===== src/rtl/uart_rx_buffer.sv =====
// UART receiver (8N1, LSB first) using x16 oversampling, feeding a
// show-ahead receive FIFO. Framing errors and overruns are reported as
// single-cycle pulses.
module uart_rx_buffer #(
  parameter int X16_DIV      = 163,
  parameter int FIFO_DEPTH   = 8,
  parameter int POINTER_SIZE = 3
) (
  input  logic                    clk,
  input  logic                    reset,
  input  logic                    rx,
  input  logic                    rd_Sig,
  output logic [7:0]              rx_Data,
  output logic                    sig_Empty,
  output logic                    sig_Full,
  output logic [POINTER_SIZE:0]   data_Count,
  output logic                    frame_Err,
  output logic                    overrun_Err
);

  typedef enum logic [2:0] {
    S_IDLE      = 3'd0,
    S_START     = 3'd1,
    S_DATA      = 3'd2,
    S_STOP      = 3'd3,
    S_WAIT_IDLE = 3'd4
  } state_t;

  localparam logic [7:0]              TICK_LAST = 8'(X16_DIV - 1);
  localparam logic [POINTER_SIZE:0]   DEPTH_C   = (POINTER_SIZE + 1)'(FIFO_DEPTH);
  localparam logic [POINTER_SIZE-1:0] PTR_ONE   = POINTER_SIZE'(1);
  localparam logic [POINTER_SIZE:0]   CNT_ONE   = (POINTER_SIZE + 1)'(1);

  logic [7:0]              r_tick_cnt;
  logic                    w_tick;
  logic                    r_rx_meta;
  logic                    r_rx_sync;
  state_t                  r_state;
  logic [3:0]              r_sub;
  logic [2:0]              r_bit_idx;
  logic [7:0]              r_shift;
  logic [7:0]              r_mem [FIFO_DEPTH];
  logic [POINTER_SIZE-1:0] r_wr_ptr;
  logic [POINTER_SIZE-1:0] r_rd_ptr;
  logic [POINTER_SIZE:0]   r_count;
  logic                    w_stop_sample;
  logic                    w_push;
  logic                    w_frame_err;
  logic                    w_empty;
  logic                    w_full;
  logic                    w_wr;
  logic                    w_rd;

  assign w_tick = (r_tick_cnt == TICK_LAST);

  // Free-running x16 oversample tick generator
  always_ff @(posedge clk) begin
    if (reset) begin
      r_tick_cnt <= 8'd0;
    end else if (w_tick) begin
      r_tick_cnt <= 8'd0;
    end else begin
      r_tick_cnt <= r_tick_cnt + 8'd1;
    end
  end

  // Two-flop synchronizer for the asynchronous serial line (idles high)
  always_ff @(posedge clk) begin
    if (reset) begin
      r_rx_meta <= 1'b1;
      r_rx_sync <= 1'b1;
    end else begin
      r_rx_meta <= rx;
      r_rx_sync <= r_rx_meta;
    end
  end

  // Stop-bit decision is decoded combinationally so the push, the framing
  // error and any overrun all land in the stop-sample tick cycle itself.
  assign w_stop_sample = w_tick && (r_state == S_STOP) && (r_sub == 4'd15);
  assign w_push        = w_stop_sample && r_rx_sync;
  assign w_frame_err   = w_stop_sample && !r_rx_sync;

  // Receive FSM: start detect, start-center check, 8 data samples, stop check
  always_ff @(posedge clk) begin
    if (reset) begin
      r_state   <= S_IDLE;
      r_sub     <= 4'd0;
      r_bit_idx <= 3'd0;
      r_shift   <= 8'h00;
    end else if (w_tick) begin
      case (r_state)
        S_IDLE: begin
          if (!r_rx_sync) begin
            r_state <= S_START;
            r_sub   <= 4'd0;
          end
        end
        S_START: begin
          if (r_sub == 4'd7) begin
            // A line that is high again at start-center was only a glitch
            if (!r_rx_sync) begin
              r_state   <= S_DATA;
              r_sub     <= 4'd0;
              r_bit_idx <= 3'd0;
            end else begin
              r_state <= S_IDLE;
            end
          end else begin
            r_sub <= r_sub + 4'd1;
          end
        end
        S_DATA: begin
          if (r_sub == 4'd15) begin
            r_shift <= {r_rx_sync, r_shift[7:1]};
            r_sub   <= 4'd0;
            if (r_bit_idx == 3'd7) begin
              r_state <= S_STOP;
            end else begin
              r_bit_idx <= r_bit_idx + 3'd1;
            end
          end else begin
            r_sub <= r_sub + 4'd1;
          end
        end
        S_STOP: begin
          if (r_sub == 4'd15) begin
            r_sub   <= 4'd0;
            // A low stop bit may be a break; wait for the line to recover
            r_state <= r_rx_sync ? S_IDLE : S_WAIT_IDLE;
          end else begin
            r_sub <= r_sub + 4'd1;
          end
        end
        S_WAIT_IDLE: begin
          if (r_rx_sync) begin
            r_state <= S_IDLE;
          end
        end
        default: r_state <= S_IDLE;
      endcase
    end
  end

  assign w_empty = (r_count == '0);
  assign w_full  = (r_count == DEPTH_C);
  assign w_rd    = rd_Sig && !w_empty;
  // When full, a push only fits if the head is popped in the same cycle
  assign w_wr    = w_push && (!w_full || rd_Sig);

  // FIFO storage write
  always_ff @(posedge clk) begin
    if (reset) begin
      for (int i = 0; i < FIFO_DEPTH; i++) begin
        r_mem[i] <= 8'h00;
      end
    end else if (w_wr) begin
      r_mem[r_wr_ptr] <= r_shift;
    end
  end

  // FIFO pointers and occupancy
  always_ff @(posedge clk) begin
    if (reset) begin
      r_wr_ptr <= '0;
      r_rd_ptr <= '0;
      r_count  <= '0;
    end else begin
      if (w_wr) begin
        r_wr_ptr <= r_wr_ptr + PTR_ONE;
      end
      if (w_rd) begin
        r_rd_ptr <= r_rd_ptr + PTR_ONE;
      end
      case ({w_wr, w_rd})
        2'b10:   r_count <= r_count + CNT_ONE;
        2'b01:   r_count <= r_count - CNT_ONE;
        default: r_count <= r_count;
      endcase
    end
  end

  assign rx_Data     = r_mem[r_rd_ptr];
  assign sig_Empty   = w_empty;
  assign sig_Full    = w_full;
  assign data_Count  = r_count;
  assign frame_Err   = w_frame_err;
  assign overrun_Err = w_push && w_full && !rd_Sig;

endmodule


===== config.mk =====
export PLATFORM = sky130hd
export DESIGN_NAME = uart_rx_buffer
export DESIGN_NICKNAME = d
export VERILOG_FILES = /design/src/rtl/uart_rx_buffer.sv
export SDC_FILE = /design/constraint.sdc
export NUM_CORES = 1
export LEC_CHECK = 0
export CORE_MARGIN = 4
export CORE_UTILIZATION = 45
export CTS_CLUSTER_DIAMETER = 30
export DETAILED_ROUTE_END_ITERATION = 16
export MAX_ROUTING_LAYER = met4
export PLACE_DENSITY = 0.7
export SYNTH_ARGS = -nofsm -noshare
export SYNTH_HDL_FRONTEND = slang
export SYNTH_SLANG_ARGS = --single-unit

===== constraint.sdc =====
create_clock -name clk -period 6.4 [get_ports clk]
set_input_delay 1.28 -clock clk [delete_from_list [all_inputs] [get_ports clk]]
set_output_delay 1.28 -clock clk [all_outputs]
set_load 0.05 [all_outputs]

=== Word-level counts from Yosys, hierarchy flattened ===
Memories as Yosys holds them, arrays and structs flattened. A register that Yosys moved wholly into a read port is not among the register bits.
Cells that the tools add are included.

* Register bits: 38
* Memory bits (writable): 64
* Input bits: 4
* Logic and storage cells: 91
* Memories kept: 1

{| class="wikitable"
|+ Memory list
! name !! depth !! width !! rd ports !! clocked after memory_dff !! write ports !! RTL line !! RTL
|-
| r_mem || 8 || 8 || 1 || 1 || 8 || 42 || <nowiki>logic [7:0] r_mem [FIFO_DEPTH];</nowiki>
|}

* Add/subtract/negate cells: 7
* Equal/unequal tests: 19
* Multiplexer cells: 29
* Reduce and logical (&&, ||, !) cells: 25

{| class="wikitable"
|+ Operators by type and width
! cell !! number
|-
| $mux W3 || 14
|-
| $pmux W3 S5 || 1
|-
| $ne A2 B2 Y1 const B || 7
|-
| $mux W4 || 3
|-
| $pmux W4 S3 || 1
|-
| $add A3 B1 Y3 const B || 3
|-
| $add A4 B1 Y4 const B || 2
|-
| $add A8 B1 Y8 const B || 1
|-
| $eq A4 B4 Y1 const B || 2
|-
| $eq A8 B8 Y1 const B || 1
|-
| $logic_and A1 B1 Y1 || 8
|-
| $mux W8 || 1
|-
| $pmux W4 S2 || 1
|-
| $reduce_or A8 Y1 || 1
|-
| $reduce_and A7 Y1 || 1
|-
| $eq A3 B2 Y1 const B || 2
|-
| $eq A3 B3 Y1 const B || 2
|-
| $mux W1 || 6
|-
| $pmux W3 S2 || 1
|-
| $reduce_and A6 Y1 || 1
|-
| $eq A4 B3 Y1 const B || 1
|-
| $logic_not A1 Y1 || 4
|-
| $logic_not A4 Y1 || 1
|-
| $reduce_bool A2 Y1 || 2
|-
| 12 further kinds || 13
|}

=== Depth between registers and ports, before layout ===
* Depth after elaboration: 10
* Depth in mapped cells: 12
* Mapped depth without buffers: 12

=== Worst setup path before layout ===
Ideal clock, no wire load.

* Kind: input to output
* Start point: input port rd_Sig
* End point: output port overrun_Err
* Arrival time: 2377 ps
* Required time: 5120 ps
* Setup slack: 2743 ps
* Stages: 1
* Buffers on the path: 0
* Path through: nor3_1

* Longest elaborated chain between the ends: 2

{| class="wikitable"
|+ Ends and longest elaborated chain
! item !! RTL line !! RTL
|-
| start, declared || 12 || <nowiki>input logic rd_Sig,</nowiki>
|-
| $logic_not A1 Y1 || 188 || <nowiki>assign overrun_Err = w_push && w_full && !rd_Sig;</nowiki>
|-
| $logic_and A1 B1 Y1 || 188 ||
|-
| end, declared || 18 || <nowiki>output logic overrun_Err</nowiki>
|}

No other way between the ends.

=== Worst setup path after layout ===
Ends and elaborated chain as after synthesis.

==> results.toml <==
[run_status]
status = "finished, final reports clean"

[min_path]
hold_path.class = "reg2reg"
min_from = "r_rx_meta$_SDFF_PP1_"

[critical_path]
regToRegStartpoint = "data_Count[0]$_SDFFE_PP0P_"
worstSetupPathType = "in2out"
crit_path_max_fanout = 3
worstPathArrival_ns = 2.76
cp_slowest_cell = "clkdlybuf4s50_1"
required_ns = 5.12
crit_top_cell = "clkdlybuf4s50_1"
cp_cell_sequence = "clkdlybuf4s50_1 -> nor3_1 -> clkdlybuf4s50_1"
cpPeakStageDelay_ns = 0.84
cp-end-kind = "primary output"
start_kind = "primary input"
worstSetupStartpoint = "rd_Sig"

[layout]
areaGrowthSynthToFinish_pct = 10.1
multi_input_area_um2 = 2180
layout-drive-gt1-share_pct = 14.7
diodes = 0
regArea_um2 = 2740
fill_cells = 959
nets = 424

[synthesis]
syn-instance-count = 395
ys.warnings.count = 0
yosysSeqAreaShare_pct = 54.5
avgSynthCellArea_um2 = 12.7
yosys_register_bits = 105
synth_cell_types = 56
synth_nets = 409
ys.flop_type = "edfxtp_1"
synth_edf_count = 64
synth_area_um2 = 5030
synthArstFlopShare_pct = 0

[cts]
htree_levels = 3
cts_setup_buffers = 0
hold_buffers = 0
clkSinkCount = 105
cts_resized = 0
clock_path_buffers = 2
cts-root-buf = "clkbuf_8"
clkLatencyLatePin_ns = 0.37
cts_tree = "done"
clk_pin_slew_ns = 0.10
numCtsBuffers = 9

[power]
clkPwrFrac_pct = 35.3
internal-power_uw = 949
peakVddDrop_mv = 0.140
swShare_pct = 21.9
power_density_nw_per_um2 = 220
power_frac_seq_pct = 61.1
p_switching_uw = 267
combPwrFrac_pct = 3.6
power_leakage_nw = 1.86

[sta]
rsz0062_at_grt = "false"
setup_viol = 0
relSlewSlack_pct = 35.8
skew_ns = 0.0150
fin_tns_setup_ns = 0
tightest_slew_ns = 0.959
drv_slew = 0
fmax_mhz = 248
post-route-period-util_pct = 63.1
final_hold_viol_count = 0
fin_ws_ns = 2.36
timing.final.crit_period_ns = 4.04

[grt]
antenna_found_initial = 0
grt_max_degree = 44
grt_pass1_vias = 3088
grt_first_pass_wirelength_um = 16000
grt_overflow_total = 0
grtUsageTotal_pct = 16.3

[die]
initial_core_util_pct = 46.2
fp.coreArea_um2 = 10900
num_rows = 38
fp.dieH_um = 114
fp.dieArea_um2 = 12900
ioPinCount = 20
die_w_um = 114

[detailed_routing]
avgViaCountPerCell = 5.52
num_vias = 3062
drtIter0Drc = 125
drt-pass1-iter-count = 4
detail-route-antenna-nets = 0
drc = 0
drt-total-wl_um = 9560
routedWlPerCell_um = 17.2

[placement]
place.gp.congestion = 0.804
place_hpwl_um = 6360
dp_slack_ns = 2.30
port-buffer-count = 19

[run]
maxCapViolCount = 0
==> cell usage after synthesis (2+ instances only) <==
cell type / number / share of area (%)
nor4_2: 5 / 1.2
o21bai_1: 2 / 0.30
nand2_1: 7 / 0.52
nor2b_1: 4 / 0.50
dfxtp_1: 41 / 16
buf_4: 2 / 0.30
mux2i_1: 11 / 2.2
ha_1: 10 / 2.5
or3_1: 3 / 0.37
xor2_1: 9 / 1.6
buf_6: 2 / 0.45
and2_1: 65 / 8.1
nor4_1: 3 / 0.37
a211oi_1: 2 / 0.30
o31ai_1: 2 / 0.30
buf_1: 2 / 0.15
nor3_1: 5 / 0.50
mux2_2: 9 / 2.0
or4b_1: 4 / 0.80
xnor2_1: 4 / 0.70
edfxtp_1: 64 / 38
inv_1: 4 / 0.30
nor4b_2: 4 / 1.2
a21oi_1: 12 / 1.2
nor2_1: 32 / 2.4
or2_1: 8 / 1.0
nand2b_1: 7 / 0.87
mux2_1: 2 / 0.45
or4_1: 3 / 0.45
or2_2: 2 / 0.25
and3_1: 3 / 0.37
nand3_1: 8 / 0.80
nand3b_1: 2 / 0.30
mux4_2: 16 / 7.2
nand4b_1: 2 / 0.35
clkbuf_1: 10 / 0.75
o21ai_0: 5 / 0.50
==> critical path: cells and delay by family <==
family        cells  cell delay, ns
buf+inv           2            1.28
simple gates      1            0.19
==> cell families (layout without fill, tap and decap cells) <==
logic type               count (synthesis)  in the layout  share of synthesized area, %
AO/OA/AOI/OAI                           33             33                          4.63
XOR/XNOR                                13             13                          2.26
adder cells (fa/ha/maj)                 10             10                          2.49
buffers and inverters                   21             41                          2.04
flip-flops                             105            105                          54.5
multiplexers                            38             38                          11.8
AND/OR/NAND/NOR                        175            175                          22.2
==> final cells by class <==
cell class / instances / area share, %
clock buffer: 10 / 2.49
clock inverter: 6 / 1.36
inverter: 4 / 0.271
multi-input combinational: 269 / 39.5
sequential: 105 / 49.6
tap: 140 / 3.17
timing repair buffer: 21 / 3.71
==> cells in the final DEF (no fill, tap or decap), types with 10 or more instances in the layout <==
master           instances
mux2i_1                 11
ha_1                    10
edfxtp_1                64
dfxtp_1                 41
nor2_1                  32
and2_1                  65
clkdlybuf4s50_1         19
mux4_2                  16
clkbuf_8                10
a21oi_1                 12
==> per-stage QoR <==
step	total power, mW	hold slack [ns]	util (%)	cell area [um^2]	cells
finish	1.22	0.416	50.8	5530	555
global route	1.27	0.417	50.8	5530	555
CTS	1.23	0.416	50.8	5530	555
detailed placement	0.804	0.393	48.9	5320	539
global placement	0.801	0.393	48.9	5320	539
floorplan	0.787	0.389	-	5030	395
==> power by group through the flow <==
stage | Combinational, mW | Sequential (mW) | Clock [mW]
after floorplan | 0.0312 | 0.756 | 0
after global placement | 0.0439 | 0.757 | 0
after detailed placement | 0.0449 | 0.759 | 0
after CTS | 0.0450 | 0.743 | 0.440
after global routing | 0.0481 | 0.745 | 0.472
final | 0.0440 | 0.743 | 0.429
==> registers in the layout, indices dropped and copies added, names as in the netlist, named ones only <==
name and count:
data_Count 4, r_bit_idx 3, r_mem 64, r_rd_ptr 3
r_rx_meta 1, r_rx_sync 1, r_shift 8, r_state 3
r_sub 4, r_tick_cnt 8, r_wr_ptr 3
==> worst paths after layout <==
check | to | slack, ns | depth (start not counted)
worst min-delay path | r_rx_sync$_SDFF_PP1_ | 0.42 | 1
worst max register to register | data_Count[2]$_SDFFE_PP0P_ | 3.06 | 10
worst min register to register | r_rx_sync$_SDFF_PP1_ | 0.42 | 1
worst max-delay path | overrun_Err | 2.36 | 3
==> layer usage <==
metal / wire (um) / share of wire (%) / global-route usage (%) / vias to the layer above
met3: 324 / 3.4 / 2.86 / 9
li1: - / - / - / 1481
met2: 4750 / 50 / 26.6 / 57
met4: 73 / 0.76 / 3.77 / 0
met5: 0 / 0 / - / -
met1: 4400 / 46 / 21.3 / 1515
No activity file was read; power rests on OpenSTA's default activity.
